File: src/rtl/tile_pkg.sv
// Shared tile-layer types and constants for the tile pixel fetch pipeline.
package tile_pkg;

  typedef enum logic [3:0] {
    EMPTY   = 4'd0,
    BRICK   = 4'd1,
    SPINE   = 4'd2,
    SAVE    = 4'd3,
    ARROW_L = 4'd4,
    ARROW_R = 4'd5
  } tile_code_t;

  localparam int TILE_W   = 20;
  localparam int MAP_COLS = 32;
  localparam int SCREEN_W = 640;
  localparam int SCREEN_H = 480;

  localparam logic [3:0] TRANSPARENT_IDX = 4'h0;
  localparam logic [3:0] GRID_IDX        = 4'hF;

  function automatic logic on_screen(input logic [9:0] x, input logic [9:0] y);
    return (int'(x) < SCREEN_W) && (int'(y) < SCREEN_H);
  endfunction

endpackage

File: src/rtl/tile_pixel_fetch_if.sv
// ROM-side bus of the tile fetch: map/tile/arrow addresses out, 1-cycle ROM data back.
interface tile_pixel_fetch_if;
  logic [9:0]  map_addr;
  logic [3:0]  map_tile;
  logic [12:0] tile_addr;
  logic [12:0] arrow_addr;
  logic [3:0]  brick_idx;
  logic [3:0]  spine_idx;
  logic [3:0]  spine_mv_idx;
  logic [3:0]  save_idx;
  logic [3:0]  save2_idx;
  logic [3:0]  arrow_idx;

  modport master (
    output map_addr, tile_addr, arrow_addr,
    input  map_tile, brick_idx, spine_idx, spine_mv_idx, save_idx, save2_idx, arrow_idx
  );

  modport slave (
    input  map_addr, tile_addr, arrow_addr,
    output map_tile, brick_idx, spine_idx, spine_mv_idx, save_idx, save2_idx, arrow_idx
  );
endinterface

File: src/rtl/tile_raster_tracker.sv
// Incremental tile column/row and in-tile offset tracker; registers the map ROM address.
module tile_raster_tracker #(
  parameter int TILE_W   = tile_pkg::TILE_W,
  parameter int MAP_COLS = tile_pkg::MAP_COLS
) (
  input  logic       Clk,
  input  logic       Reset,
  input  logic [9:0] DrawX,
  input  logic [9:0] DrawY,
  input  logic       pixel_valid,
  output logic [$clog2(TILE_W)-1:0] off_x,
  output logic [$clog2(TILE_W)-1:0] off_y,
  output logic [9:0] map_addr
);
  import tile_pkg::*;

  localparam int OFF_W = $clog2(TILE_W);
  localparam int COL_W = $clog2(MAP_COLS);
  localparam int ROW_W = 10 - COL_W;
  localparam logic [OFF_W-1:0] OFF_LAST = OFF_W'(TILE_W - 1);

  logic [COL_W-1:0] col, col_n;
  logic [ROW_W-1:0] row, row_n;
  logic [OFF_W-1:0] off_x_n, off_y_n;

  always_comb begin
    col_n   = col;
    row_n   = row;
    off_x_n = off_x;
    off_y_n = off_y;
    if (DrawX == '0) begin
      col_n   = '0;
      off_x_n = '0;
      if (DrawY == '0) begin
        row_n   = '0;
        off_y_n = '0;
      end else if (off_y == OFF_LAST) begin
        off_y_n = '0;
        row_n   = row + ROW_W'(1);
      end else begin
        off_y_n = off_y + OFF_W'(1);
      end
    end else if (off_x == OFF_LAST) begin
      off_x_n = '0;
      col_n   = col + COL_W'(1);
    end else begin
      off_x_n = off_x + OFF_W'(1);
    end
  end

  // stage 0: tracker state and map address both describe the pixel just accepted
  always_ff @(posedge Clk or posedge Reset) begin
    if (Reset) begin
      col      <= '0;
      row      <= '0;
      off_x    <= '0;
      off_y    <= '0;
      map_addr <= '0;
    end else if (pixel_valid) begin
      col      <= col_n;
      row      <= row_n;
      off_x    <= off_x_n;
      off_y    <= off_y_n;
      map_addr <= {row_n, col_n};
    end
  end

endmodule

File: src/rtl/tile_pixel_fetch.sv
// Tile-layer pixel fetch: tracker, ROM address stage, animated colour select (3-cycle latency).
// Optional grid overlay when TILE_GRID_DEBUG_EN is defined.
module tile_pixel_fetch #(
  parameter int TILE_W      = tile_pkg::TILE_W,
  parameter int MAP_COLS    = tile_pkg::MAP_COLS,
  parameter int ANIM_FRAMES = 16
) (
  input  logic       Clk,
  input  logic       Reset,
  input  logic [9:0] DrawX,
  input  logic [9:0] DrawY,
  input  logic       pixel_valid,
  input  logic       frame_start,
  tile_pixel_fetch_if.master rom,
  output logic [3:0] color_idx,
  output logic       out_valid,
  output logic [9:0] out_x,
  output logic [9:0] out_y
);
  import tile_pkg::*;

  localparam int OFF_W  = $clog2(TILE_W);
  localparam int ANIM_W = (ANIM_FRAMES > 1) ? $clog2(ANIM_FRAMES) : 1;
  localparam logic [ANIM_W-1:0] ANIM_LAST = ANIM_W'(ANIM_FRAMES - 1);

  logic [OFF_W-1:0] off_x_p0, off_y_p0;
  logic [9:0]       map_addr_p0;
  logic             vld_p0, vld_p1, vld_p2;
  logic [9:0]       x_p0, y_p0, x_p1, y_p1, x_p2, y_p2;
  logic             phase_p0, phase_p1, phase_p2;
  logic [12:0]      arrow_base_p1;
  logic [3:0]       tile_p2;
  logic [3:0]       color_n;
  logic [ANIM_W-1:0] anim_cnt;
  logic             anim_phase;
`ifdef TILE_GRID_DEBUG_EN
  logic             grid_p1, grid_p2;
`endif

  tile_raster_tracker #(
    .TILE_W   (TILE_W),
    .MAP_COLS (MAP_COLS)
  ) u_tracker (
    .Clk         (Clk),
    .Reset       (Reset),
    .DrawX       (DrawX),
    .DrawY       (DrawY),
    .pixel_valid (pixel_valid),
    .off_x       (off_x_p0),
    .off_y       (off_y_p0),
    .map_addr    (map_addr_p0)
  );

  assign rom.map_addr = map_addr_p0;

  // map_tile only lands during stage 1, so the ARROW_R right-half select is added after the base register
  assign rom.arrow_addr = arrow_base_p1 +
                          ((vld_p1 && (rom.map_tile == ARROW_R)) ? 13'(TILE_W) : 13'd0);

  always_ff @(posedge Clk or posedge Reset) begin
    if (Reset) begin
      anim_cnt   <= '0;
      anim_phase <= 1'b0;
    end else if (frame_start) begin
      if (anim_cnt == ANIM_LAST) begin
        anim_cnt   <= '0;
        anim_phase <= ~anim_phase;
      end else begin
        anim_cnt <= anim_cnt + ANIM_W'(1);
      end
    end
  end

  // control and externally visible registers, cleared by reset
  always_ff @(posedge Clk or posedge Reset) begin
    if (Reset) begin
      vld_p0        <= 1'b0;
      vld_p1        <= 1'b0;
      vld_p2        <= 1'b0;
      out_valid     <= 1'b0;
      rom.tile_addr <= '0;
      arrow_base_p1 <= '0;
      color_idx     <= '0;
      out_x         <= '0;
      out_y         <= '0;
    end else begin
      vld_p0    <= pixel_valid;
      vld_p1    <= vld_p0;
      vld_p2    <= vld_p1;
      out_valid <= vld_p2;
      // stage 1: in-tile ROM addresses
      if (vld_p0) begin
        rom.tile_addr <= 13'(off_y_p0) * 13'(TILE_W) + 13'(off_x_p0);
        arrow_base_p1 <= 13'(off_y_p0) * 13'(2 * TILE_W) + 13'(off_x_p0);
      end
      // stage 3: registered colour and coordinates
      if (vld_p2) begin
        color_idx <= color_n;
        out_x     <= x_p2;
        out_y     <= y_p2;
      end
    end
  end

  // data-only pipeline: qualified by the valids, no reset needed
  always_ff @(posedge Clk) begin
    if (pixel_valid) begin
      x_p0     <= DrawX;
      y_p0     <= DrawY;
      phase_p0 <= anim_phase;
    end
    if (vld_p0) begin
      x_p1     <= x_p0;
      y_p1     <= y_p0;
      phase_p1 <= phase_p0;
`ifdef TILE_GRID_DEBUG_EN
      grid_p1  <= (off_x_p0 == '0) || (off_y_p0 == '0);
`endif
    end
    // stage 2: map code and ROM data aligned
    if (vld_p1) begin
      x_p2     <= x_p1;
      y_p2     <= y_p1;
      phase_p2 <= phase_p1;
      tile_p2  <= rom.map_tile;
`ifdef TILE_GRID_DEBUG_EN
      grid_p2  <= grid_p1;
`endif
    end
  end

  always_comb begin
    color_n = TRANSPARENT_IDX;
    case (tile_p2)
      BRICK:            color_n = rom.brick_idx;
      SPINE:            color_n = phase_p2 ? rom.spine_mv_idx : rom.spine_idx;
      SAVE:             color_n = phase_p2 ? rom.save2_idx : rom.save_idx;
      ARROW_L, ARROW_R: color_n = rom.arrow_idx;
      default:          color_n = TRANSPARENT_IDX;
    endcase
`ifdef TILE_GRID_DEBUG_EN
    if (grid_p2) color_n = GRID_IDX;
`endif
  end

endmodule

File: src/flat_wrapper.sv
// flat-port wrapper written by rule: the top's interface ports become plain ports
module tile_pixel_fetch_flat import tile_pkg::*;
#(
  parameter int TILE_W      = tile_pkg::TILE_W,
  parameter int MAP_COLS    = tile_pkg::MAP_COLS,
  parameter int ANIM_FRAMES = 16
)
  (Clk, Reset, DrawX, DrawY, pixel_valid, frame_start, color_idx, out_valid, out_x, out_y, rom_map_addr, rom_tile_addr, rom_arrow_addr, rom_map_tile, rom_brick_idx, rom_spine_idx, rom_spine_mv_idx, rom_save_idx, rom_save2_idx, rom_arrow_idx);
  tile_pixel_fetch_if rom_i ();
  input  logic Clk;
  input  logic Reset;
  input  logic [9:0] DrawX;
  input  logic [9:0] DrawY;
  input  logic pixel_valid;
  input  logic frame_start;
  output logic [3:0] color_idx;
  output logic out_valid;
  output logic [9:0] out_x;
  output logic [9:0] out_y;
  output wire logic [$bits(rom_i.map_addr)-1:0] rom_map_addr;
  output wire logic [$bits(rom_i.tile_addr)-1:0] rom_tile_addr;
  output wire logic [$bits(rom_i.arrow_addr)-1:0] rom_arrow_addr;
  input wire logic [$bits(rom_i.map_tile)-1:0] rom_map_tile;
  input wire logic [$bits(rom_i.brick_idx)-1:0] rom_brick_idx;
  input wire logic [$bits(rom_i.spine_idx)-1:0] rom_spine_idx;
  input wire logic [$bits(rom_i.spine_mv_idx)-1:0] rom_spine_mv_idx;
  input wire logic [$bits(rom_i.save_idx)-1:0] rom_save_idx;
  input wire logic [$bits(rom_i.save2_idx)-1:0] rom_save2_idx;
  input wire logic [$bits(rom_i.arrow_idx)-1:0] rom_arrow_idx;
  assign rom_map_addr = rom_i.map_addr;
  assign rom_tile_addr = rom_i.tile_addr;
  assign rom_arrow_addr = rom_i.arrow_addr;
  assign rom_i.map_tile = rom_map_tile;
  assign rom_i.brick_idx = rom_brick_idx;
  assign rom_i.spine_idx = rom_spine_idx;
  assign rom_i.spine_mv_idx = rom_spine_mv_idx;
  assign rom_i.save_idx = rom_save_idx;
  assign rom_i.save2_idx = rom_save2_idx;
  assign rom_i.arrow_idx = rom_arrow_idx;
  tile_pixel_fetch #(.TILE_W(TILE_W), .MAP_COLS(MAP_COLS), .ANIM_FRAMES(ANIM_FRAMES)) u_core (.Clk(Clk), .Reset(Reset), .DrawX(DrawX), .DrawY(DrawY), .pixel_valid(pixel_valid), .frame_start(frame_start), .rom(rom_i), .color_idx(color_idx), .out_valid(out_valid), .out_x(out_x), .out_y(out_y));
endmodule
File: config.mk
export PLATFORM = sky130hd
export DESIGN_NAME = tile_pixel_fetch_flat
export DESIGN_NICKNAME = d
export VERILOG_FILES = /design/src/rtl/tile_pkg.sv /design/src/rtl/tile_pixel_fetch_if.sv /design/src/rtl/tile_raster_tracker.sv /design/src/rtl/tile_pixel_fetch.sv /design/src/flat_wrapper.sv
export SDC_FILE = /design/constraint.sdc
export NUM_CORES = 1
export LEC_CHECK = 0
export CAP_MARGIN = 5
export CORE_ASPECT_RATIO = 0.6
export CORE_MARGIN = 1.5
export CORE_UTILIZATION = 52
export DETAILED_ROUTE_END_ITERATION = 10
export PLACE_DENSITY = 0.8
export SYNTH_ARGS = -nofsm -noshare
export SYNTH_HDL_FRONTEND = slang
export SYNTH_SLANG_ARGS = --single-unit
File: constraint.sdc
create_clock -name Clk -period 3.3 [get_ports Clk]
set_clock_uncertainty 0.1 [all_clocks]
set_input_delay 0.33 -clock Clk [delete_from_list [all_inputs] [get_ports Clk]]
set_output_delay 0.33 -clock Clk [all_outputs]
set_load 0.01 [all_outputs]
Yosys cells after proc, flatten, opt, wreduce, memory -nomap -nowiden
Index checks and enable logic that the tools add are counted.

Order comparisons: 0. Reductions and logical operators: 6. $add $sub $neg: 8. Equality and inequality tests: 9. Div/mod/pow operators: 0. Mux-type cells: 14. Multiply operators: 2. Bitwise operators: 1. Shifts and indexed selects: 0.

Operators by type and width (number): 2-to-1 mux 5 bit (10); adder 5 x 1 -> 5 bit, second input constant (4); logical NOT 10 bit (2); multiplier 5 x 3 -> 8 bit, second input constant (2); one-hot mux 4 bit (4 select lines) (1); adder 13 bit (1); adder 11 x 5 -> 12 bit (1); equality test 4 x 3 -> 1 bit, second input constant (3); 2-to-1 mux 4 bit (3); adder 10 x 5 -> 11 bit (1); equality test 5 bit, second input constant (2); equality test 4 x 2 -> 1 bit, second input constant (2); adder 4 x 1 -> 4 bit, second input constant (1); equality test 4 x 1 -> 1 bit, second input constant (1); equality test 4 bit, second input constant (1); AND reduction 2 bit (2); OR reduction 2 bit (1); logical AND 1 bit (1); inverter 1 bit (1).

Memories kept: 0. Logic and storage cells: 66. Latch bits: 0. Memory bits (read-only): 0. Flip-flop bits (word level): 156. Input port bits: 52. Bits in writable memories: 0.

Longest topological paths before layout
Gate-level depths: netlist (run 1).

Depth after elaboration: 4. Mapped depth: 7.

Cells and area by module
From an unflattened synthesis (run 1), not the netlist that was laid out.

Cells, all modules: 442. Area total of the unflattened synthesis: 6123.4 um^2.

Modules (own cells, without submodules): tile_pixel_fetch (cells an instance 315, area each 4912.2 um^2, instances 1); tile_raster_tracker (cells an instance 127, area each 1211.2 um^2, instances 1).

Least setup slack after synthesis (run 1)
No wires, ideal clock.

Kind: register to output. Start point: register u_core.vld_p1. End point: output rom_arrow_addr[9]. Stages on the path, launching flop included: 7. Data required time: 2.870 ns. Data arrival time: 2.253 ns. Buffers on the path: 0. Path slack: 0.617 ns. Path through: dfrtp_1 > nand3b_1 > nor3b_1 > ha_1 > a31oi_1 > and3b_1 > xor2_1.

Cells in the longest elaborated chain, start to end: 3.

RTL lines: start, declared (RTL line tile_pixel_fetch.sv:28) `logic vld_p0, vld_p1, vld_p2;`; start signal, assigned (RTL line tile_pixel_fetch.sv:88) `vld_p1 <= vld_p0;`; logical AND 1 bit (RTL line tile_pixel_fetch.sv:58) `((vld_p1 && (rom.map_tile == ARROW_R)) ? 13'(TILE_W) : 13'd0);`; 2-to-1 mux 5 bit (RTL line tile_pixel_fetch.sv:58); adder 13 bit (RTL line tile_pixel_fetch.sv:57) `assign rom.arrow_addr = arrow_base_p1 +`; end, declared (RTL line flat_wrapper.sv:22) `output wire logic [$bits(rom_i.arrow_addr)-1:0] rom_arrow_addr;`.

No other way between the ends.

Worst setup path in the final report (run 1)
Start point: input rom_map_tile[1]. End point: output rom_arrow_addr[9].

Cells in the longest elaborated chain, start to end: 4.

RTL lines: start, declared (RTL line flat_wrapper.sv:23) `input wire logic [$bits(rom_i.map_tile)-1:0] rom_map_tile;`; equality test 4 x 3 -> 1 bit (RTL line tile_pixel_fetch.sv:58); logical AND 1 bit (RTL line tile_pixel_fetch.sv:58); 2-to-1 mux 5 bit (RTL line tile_pixel_fetch.sv:58); adder 13 bit (RTL line tile_pixel_fetch.sv:57).

No other way between the ends.

==> reports/results.ini, run 1 <==
[die]
coreArea_um2=11300
die_area_um2=12400
fp.dieW_um=143
die_h_um=86.8
placementRows=30
ioPinCount=113
start_util_pct=53.7

[place]
port_buffers=110
place_congestion=0.801
pre_cts_ws_ps=-89.8
hpwl_mm=8.71
dp.cells=707

[sta]
whs_ps=271
period_needed_ps=3080
max_clock_freq_ghz=0.324
relSlewSlack_pct=32.5
worst_pin_slew_ps=1010
final-hold-violation-count=0
setup_viol=0
worst_slack_ps=216
drv_slew=0
period_share_pct=93.5
rsz0062_at_grt=no

[clock_network]
cts_setup_buffers=0
clock_sinks=141
path_clk_slew_ps=60
cts_buffer_depth=2
postCtsHoldBufs=0
htree_levels=4
clkLatencyLatePin_ps=410
cts_buffers=17
root_buffer=clkbuf_16
cts_tree=done

[drt]
drt_iter0_drc=304
viasPerCell=5.37
vias=3967
wl_met3_um=893
wirelength_mm=12.3
first_pass_iters=5
routedWlPerCell_um=16.7
drt.antenna.violating_nets=0
drc_errors=0
wl_met1_mm=5.53
top_layer=met4
wl_met2_mm=5.78

[synth]
syn-cell-area_um2=6080
synthCells=448
synth_top_cell_by_area=edfxtp_1
async_flop_share_pct=52.5
syn_avg_cell_area_um2=13.6
synth_top_cells_by_count=74 x dfrtp_1, 67 x edfxtp_1, 30 x mux2_2
synth.most_common_cell=dfrtp_1
ys_seq_elements=141
netlist_top_cells_area=edfxtp_1 33%, dfrtp_1 30%, mux2_2 5.6%
synth_warnings=0
ys.flop_type=dfrtp_1
synth-edff-count=67
synth_top_area_share_pct=33.1
ys_seq_area_share_pct=63.5
yosysUniqueCellTypes=52

[global_route]
track_usage_pct=21.8
grt_overflow_total=0
grt_pass1_wl_mm=20.2
first_global_vias=4005
antenna_found_initial=0
grt_max_degree=44

[critical_path]
path_cells=clkdlybuf4s50_1, nand3b_1, nor3b_2, ha_1, a31oi_4, and3b_1, xor2_1, clkdlybuf4s50_1
critPathKind=primary input to primary output
cpMaxStageDelayCell=clkdlybuf4s50_1
worst_ep_required_time_ps=2870
path_buf_inv=2
r2r_slack_ps=620
worst_ep_arrival_time_ps=2650
cpPeakStageDelay_ps=550
ff2ff_path_depth=7
cp_num_cells=8
cpMostUsedCell=clkdlybuf4s50_1
timing.rr.start=u_core.u_tracker.off_y[1]
crit_path_end_kind=primary output
startpoint=rom_map_tile[1]
r2r_end=u_core.rom.tile_addr[9]
critical_path.top_delay_family=buffers and inverters
cp-start-kind=primary input
path_max_fanout=4
endpoint=rom_arrow_addr[9]

[pwr]
p_total_mw=4.81
netSwitchingPower_mw=1.21
p_clk_share_pct=38.8
worst_ir_drop_vdd_mv=0.416
p_comb_share_pct=14.7
internal-power_mw=3.61
p_sw_share_pct=25.1
total_leakage_power_nw=3.20
p_seq_share_pct=46.6
power_density_nw_per_um2=605

[final_layout]
n_fill_cell=763
drive_above_1_share_pct=13.8
fin_cells=739
diodes=0
area_growth_pct=30.7
fin_nets=640

[flow_run]
max-cap-violations=0

[hold_path]
hp-class=primary input to async pin

[run_status]
status=complete, no violations

## cell families after synthesis
family	synth area share, %
other cells	0.0616
mux	7.24
flops	63.5
fa+ha+maj	4.90
buf+inv	2.94
xor+xnor	3.33
simple gates	10.0
compound gates	7.98
## layout make-up
type                       count  area (um^2)  share of cell area (%)
sequential                   141         3860                    48.6
multi-input combinational    269         2060                    26.0
timing repair buffer         117         1160                    14.6
clock buffer                  18          429                    5.40
tap                          160          200                    2.52
clock inverter                14          159                    2.00
inverter                      20         75.1                   0.944
## layer usage
metal | vias up | track usage (%)
li1 | 1894 | -
met4 | 0 | 7.59
met3 | 17 | 6.30
met1 | 1922 | 28.6
met2 | 134 | 35.2
met5 | - | 0
## sequential cells by signal (all words and copies together), names as in the netlist, 5 cells and up
| name | count |
|---|---|
| u_core.out_x | 10 |
| u_core.y_p0 | 10 |
| u_core.out_y | 10 |
| u_core.y_p1 | 10 |
| u_core.x_p2 | 10 |
| u_core.x_p0 | 10 |
| u_core.arrow_base_p1 | 12 |
| u_core.y_p2 | 10 |
| u_core.u_tracker.off_x | 5 |
| u_core.rom.tile_addr | 9 |
| u_core.x_p1 | 10 |
| u_core.u_tracker.off_y | 5 |
| u_core.u_tracker.map_addr | 10 |
## placed cells by master (no fill, tap or decap), drive strengths merged, types with 4 or more instances in the layout
cell           instances
nand3                 11
buf                    8
a22o                   4
mux2                  30
a21oi                 22
nor2                  14
nand2                 29
xor2                   7
edfxtp                67
dfrtp                 74
clkbuf                18
inv                   25
nor2b                  5
clkdlybuf4s50        109
a21o                   4
nand4                  8
nand3b                 5
o22ai                  9
nor4                   6
a31oi                  7
and2                   4
o21ai                 29
clkinvlp               4
mux2i                  8
xnor2                 11
and3                   5
ha                    19
## worst min-delay path by stage
stage	depth (start not counted)	start	end	slack (ps)
detailed placement	0	u_core.x_p1[7]	u_core.x_p2[7]	310
global placement	0	u_core.y_p1[6]	u_core.y_p2[6]	300
global route	0	u_core.x_p1[1]	u_core.x_p2[1]	320
floorplan	0	u_core.vld_p2	u_core.out_valid	250
finish	2	Reset	u_core.out_x[0]	270
CTS	2	Reset	u_core.color_idx[3]	290
## metrics by stage
step,util (%),setup TNS [ps],cell area (um^2)
floorplan,-,0,6090
global placement,64.8,0,7350
detailed placement,64.8,-118,7350
CTS,70.0,0,7940
global route,70.2,0,7950
finish,70.2,0,7950
## repair_timing
item	CTS	global route
pin swaps	0	0
setup endpoints to repair	3	4
cloned	0	0
gates resized for setup	1	2
## power groups by stage
stage	combinational, mW	sequential (mW)	clock (mW)
floorplan	0.358	2.25	0
global placement	0.683	2.26	0
detailed placement	0.707	2.27	0
CTS	0.712	2.24	1.90
global route	0.782	2.27	1.97
finish	0.707	2.24	1.87
Power figures use the tool's default switching activity.
==> inputs of run 2 (changes only) <==
- REMOVE_ABC_BUFFERS: not set -> 1
- SLEW_MARGIN: not set -> 30
==> reports/results.ini, run 2 (synthesized netlist as in run 1, its figures left out) <==
[clock_network]
clkLatencyLatePin_ps=410  ; about the same
path_clk_slew_ps=60  ; about the same
htree_levels=4  ; unchanged
cts_tree=done  ; unchanged
cts_setup_buffers=0  ; unchanged
root_buffer=clkbuf_16  ; unchanged
cts_buffer_depth=2  ; unchanged
cts_buffers=17  ; unchanged
clock_sinks=141  ; unchanged
postCtsHoldBufs=0  ; unchanged

[drt]
wirelength_mm=13.2  ; was 12.3 mm
drt.antenna.violating_nets=0  ; unchanged
viasPerCell=5.50  ; was 5.37
drc_errors=0  ; unchanged
first_pass_iters=5  ; unchanged
routedWlPerCell_um=17.8  ; was 16.7 um
vias=4079  ; was 3,967
drt_iter0_drc=308  ; was 304

[hold_path]
hp-class=primary input to async pin  ; unchanged

[sta]
final-hold-violation-count=0  ; unchanged
period_share_pct=96.8  ; was 93.5%
period_needed_ps=3200  ; was 3080 ps
fin_setup_tns_ps=0  ; unchanged
drv_slew=0  ; unchanged
worst_pin_slew_ps=810  ; was 1010 ps
setup_viol=0  ; unchanged
max_clock_freq_ghz=0.313  ; was 0.324 GHz
relSlewSlack_pct=45.5  ; was 32.5%
rsz0062_at_grt=no  ; unchanged
whs_ps=253  ; was 271 ps

[place]
hpwl_mm=9.05  ; was 8.71 mm
placed_area_um2=7350  ; about the same
place_congestion=0.910  ; was 0.801
port_buffers=110  ; unchanged

[final_layout]
fin_area_um2=7940  ; was 7950 um^2
fin_nets=642  ; was 640
final_common_cell=clkdlybuf4s50_1  ; unchanged
regMostFlops=u_core.arrow_base_p1  ; unchanged
diodes=0  ; unchanged
drive_above_1_share_pct=13.8  ; about the same
area_growth_pct=30.5  ; was 30.7%
largest_reg_flops=12  ; unchanged
n_fill_cell=778  ; was 763
final_cell_mix=108 x clkdlybuf4s50_1, 72 x dfrtp_1, 67 x edfxtp_1  ; was 109 x clkdlybuf4s50_1, 73 x dfrtp_1, 67 x edfxtp_1

[die]
coreArea_um2=11300  ; unchanged
fp.dieW_um=143  ; unchanged
start_util_pct=53.7  ; unchanged
die_h_um=86.8  ; unchanged
die_area_um2=12400  ; unchanged
placementRows=30  ; unchanged
ioPinCount=113  ; unchanged

[global_route]
antenna_found_initial=0  ; unchanged
grt_max_degree=45  ; was 44
grt_pass1_wl_mm=20.7  ; was 20.2 mm
first_global_vias=3967  ; was 4,005
grt_overflow_total=0  ; unchanged
track_usage_pct=22.5  ; was 21.8%

[critical_path]
cpMaxStageDelayCell=clkdlybuf4s50_1  ; unchanged
critPathKind=primary input to primary output  ; unchanged
path_max_fanout=4  ; unchanged
cpMostUsedCell=clkdlybuf4s50_1  ; unchanged
cp-start-kind=primary input  ; unchanged
path_buf_inv=3  ; was 2
cpPeakStageDelay_ps=560  ; was 550 ps
path_cells=clkdlybuf4s50_1, nand3b_1, nor3b_2, buf_4, ha_1, a31oi_2, and3b_1, xor2_1, clkdlybuf4s50_1  ; was clkdlybuf4s50_1, nand3b_1, nor3b_2, ha_1, a31oi_4, and3b_1, xor2_1, clkdlybuf4s50_1
crit_path_end_kind=primary output  ; unchanged
worst_ep_arrival_time_ps=2770  ; was 2650 ps
worst_ep_required_time_ps=2870  ; about the same
critical_path.top_delay_family=buffers and inverters  ; unchanged

[run_status]
status=complete, no violations  ; unchanged

[pwr]
power_density_nw_per_um2=608  ; was 605 nW/um^2
total_leakage_power_nw=3.20  ; about the same
p_total_mw=4.83  ; was 4.81 mW
worst_ir_drop_vdd_mv=0.443  ; was 0.416 mV

[flow_run]
max-cap-violations=0  ; unchanged

==> run 2: changes by cell type in the layout (fill, tap and decap cells not counted), sizes merged <==
cell,previous run,this run
buf,8,9
inv,25,21
dlymetal6s2s,0,1
dlygate4sd2,0,1
clkinv,3,8
clkdlybuf4s50,109,108
clkinvlp,4,3
==> run 2: power breakdown <==
part	internal, mW	leakage, nW	switching, mW
sequential	2.07	1.54	0.186
clock	1.11	0.272	0.741
combinational	0.412	1.40	0.312
==> run 2: through the flow <==
stage	cells	setup slack (ps)	utilization (%)
after floorplan	430	617	-
after global placement	709	158	64.9
after detailed placement	709	15.1	64.9
after CTS	741	2.23	69.9
after global routing	741	9.85	70.1
final	741	104	70.1
==> run 2: cell type report <==
class	instances	area, um^2	area share, %
Clock buffer	18	429	5.40
Clock inverter	14	144	1.81
Inverter	20	76.3	0.961
Multi-Input combinational cell	269	2060	25.9
Sequential cell	141	3870	48.7
Tap cell	160	200	2.52
Timing Repair Buffer	119	1170	14.7
==> run 2: final timing paths <==
| kind | from | slack [ps] | endpoint | depth (start not counted) |
|---|---|---|---|---|
| min | Reset | 250 | u_core.rom.tile_addr[10] | 2 |
| max reg2reg | u_core.u_tracker.off_y[1] | 540 | u_core.rom.tile_addr[9] | 7 |
| min in group Clk | u_core.y_p0[3] | 310 | u_core.y_p1[3] | 0 |
| max in group asynchronous | Reset | 2130 | u_core.u_tracker.off_y[0] | 3 |
| min reg2reg | u_core.y_p0[3] | 310 | u_core.y_p1[3] | 0 |
| max | rom_map_tile[1] | 100 | rom_arrow_addr[9] | 9 |
==> run 2: layer usage <==
metal | part of all wire (%) | track usage [%]
met5 | 0 | 0
met4 | 1.8 | 9.56
met3 | 5.0 | 4.97
met2 | 48 | 35.7
met1 | 45 | 30.3
==> run 2: worst reg2reg max path: stages (launching register included) <==
cell and delay (ps):
dfrtp_1 470, ha_1 340, ha_1 240, fa_1 420, xor2_1 460, nand2_1 190, nor4_1 310, o22a_1 180
==> run 2: repair_timing <==
action                     4_1_cts  5_1_grt
resized for setup                1        3
setup endpoints to repair        1        6
pin swaps                        0        1
==> inputs of run 3 (changes only) <==
- CORE_UTILIZATION: 52 -> 32
- PLACE_DENSITY: 0.8 -> not set
==> reports/results.ini, run 3 (synthesized netlist as in run 1, its figures left out) <==
[critical_path]
endpoint=rom_arrow_addr[9]  ; unchanged
cpPeakStageDelay_ps=560  ; about the same
cp_num_cells=9  ; unchanged
cp-start-kind=primary input  ; unchanged
path_max_fanout=3  ; was 4
cpMostUsedCell=clkdlybuf4s50_1  ; unchanged
timing.rr.start=u_core.u_tracker.off_y[1]  ; unchanged
r2r_slack_ps=560  ; was 540 ps
worst_ep_arrival_time_ps=2780  ; was 2770 ps
ff2ff_path_depth=7  ; unchanged
path_buf_inv=3  ; unchanged
cpMaxStageDelayCell=clkdlybuf4s50_1  ; unchanged
critPathKind=primary input to primary output  ; unchanged
critical_path.top_delay_family=buffers and inverters  ; unchanged
startpoint=rom_map_tile[1]  ; unchanged
crit_path_end_kind=primary output  ; unchanged
r2r_end=u_core.rom.tile_addr[9]  ; unchanged
worst_ep_required_time_ps=2870  ; about the same
path_cells=clkdlybuf4s50_1, nand3b_1, nor3b_2, buf_4, ha_1, a31oi_1, and3b_1, xor2_1, clkdlybuf4s50_1  ; was clkdlybuf4s50_1, nand3b_1, nor3b_2, buf_4, ha_1, a31oi_2, and3b_1, xor2_1, clkdlybuf4s50_1

[clock_network]
cts_tree=done  ; unchanged
clkLatencyLatePin_ps=420  ; was 410 ps
root_buffer=clkbuf_16  ; unchanged
path_clk_slew_ps=60  ; about the same
cts_buffers=17  ; unchanged
clock_sinks=141  ; unchanged
htree_levels=4  ; unchanged
postCtsHoldBufs=0  ; unchanged
cts_buffer_depth=2  ; unchanged

[drt]
drc_errors=0  ; unchanged
drt_iter0_drc=222  ; was 308
drt.antenna.violating_nets=0  ; unchanged
first_pass_iters=4  ; was 5
vias=4014  ; was 4,079
viasPerCell=4.88  ; was 5.50
routedWlPerCell_um=16.7  ; was 17.8 um
wirelength_mm=13.7  ; was 13.2 mm

[place]
place_congestion=0.830  ; was 0.910
port_buffers=110  ; unchanged
placed_area_um2=7480  ; was 7350 um^2
hpwl_mm=9.46  ; was 9.05 mm

[global_route]
first_global_vias=4069  ; was 3,967
grt_pass1_wl_mm=21.7  ; was 20.7 mm
track_usage_pct=14.4  ; was 22.5%
grt_max_degree=49  ; was 45
antenna_found_initial=0  ; unchanged
grt_overflow_total=0  ; unchanged

[final_layout]
diodes=0  ; unchanged
fin_area_um2=8050  ; was 7940 um^2
area_growth_pct=32.4  ; was 30.5%
fin_nets=644  ; was 642
largest_reg_flops=12  ; unchanged
final_common_cell=clkdlybuf4s50_1  ; unchanged
final_cell_mix=109 x clkdlybuf4s50_1, 72 x dfrtp_1, 67 x edfxtp_1  ; was 108 x clkdlybuf4s50_1, 72 x dfrtp_1, 67 x edfxtp_1
regMostFlops=u_core.arrow_base_p1  ; unchanged
fin_util_pct=43.9  ; was 70.1%
drive_above_1_share_pct=14.2  ; was 13.8%

[sta]
setup_viol=0  ; unchanged
fin_setup_tns_ps=0  ; unchanged
worst_pin_slew_ps=810  ; about the same
final-hold-violation-count=0  ; unchanged
drv_slew=0  ; unchanged
max_clock_freq_ghz=0.312  ; was 0.313 GHz
whs_ps=191  ; was 253 ps
period_needed_ps=3210  ; was 3200 ps
period_share_pct=97.2  ; was 96.8%
rsz0062_at_grt=no  ; unchanged
relSlewSlack_pct=46.0  ; was 45.5%

[pwr]
worst_ir_drop_vdd_mv=0.301  ; was 0.443 mV
total_leakage_power_nw=3.20  ; about the same
power_density_nw_per_um2=599  ; was 608 nW/um^2

[hold_path]
hp-class=primary input to flop  ; was primary input to async pin

[die]
die_h_um=110  ; was 86.8 um
start_util_pct=33.1  ; was 53.7%
ioPinCount=113  ; unchanged
fp.dieW_um=181  ; was 143 um
placementRows=38  ; was 30
die_area_um2=19900  ; was 12,400 um^2
coreArea_um2=18400  ; was 11,300 um^2

[run_status]
status=complete, no violations  ; unchanged

[flow_run]
max-cap-violations=0  ; unchanged

-- run 3: layout make-up --
| type | instances | area (um^2) |
|---|---|---|
| fill | 1674 | 10300 |
| sequential | 141 | 3870 |
| multi-input combinational | 269 | 2050 |
| inverter | 20 | 77.6 |
| tap | 240 | 300 |
| clock inverter | 12 | 113 |
| clock buffer | 20 | 457 |
| timing repair buffer | 121 | 1190 |
-- run 3: worst min-delay path by stage --
| stage | startpoint | to | depth (start not counted) |
|---|---|---|---|
| 5_1_grt | pixel_valid | u_core.u_tracker.off_y[3] | 3 |
| 6_report | pixel_valid | u_core.u_tracker.off_y[3] | 3 |
| 4_1_cts | pixel_valid | u_core.u_tracker.off_y[3] | 3 |
| 3_5_place_dp | u_core.x_p1[3] | u_core.x_p2[3] | 0 |
| 3_3_place_gp | u_core.x_p1[6] | u_core.x_p2[6] | 0 |
| 2_1_floorplan | pixel_valid | u_core.vld_p0 | 0 |
-- run 3: repair_timing --
item / CTS / global route
resized for setup: 1 / 0
setup endpoints to repair: 1 / 0
buffers inserted: 0 / 0
endpoints found under the hold margin: 0 / 0
-- run 3: tightest hold or removal path: stages --
cell and delay (ps):
buf_2 180, nand4_1 90, o21ai_0 70
-- run 3: power breakdown --
group          leakage (nW)  switching (mW)  internal [mW]
registers              1.54           0.182           2.07
logic                  1.40           0.302          0.411
clock network         0.267           0.775           1.08
-- run 3: stage by stage --
step / std cells / power, mW / worst slack, ps
2_1_floorplan: 430 / 2.57 / 617
3_3_place_gp: 791 / 2.97 / 91.2
3_5_place_dp: 791 / 3.00 / 36.4
4_1_cts: 823 / 4.89 / 84.3
5_1_grt: 823 / 5.05 / 0.776
6_report: 823 / 4.82 / 93.7
-- run 3: layer usage --
metal	up-vias	share of wire (%)	global-route usage (%)
li1	1899	-	-
met1	1980	50	19.6
met2	123	43	21.9
met3	12	5.8	5.23
met4	0	0.91	3.75
met5	-	0	0
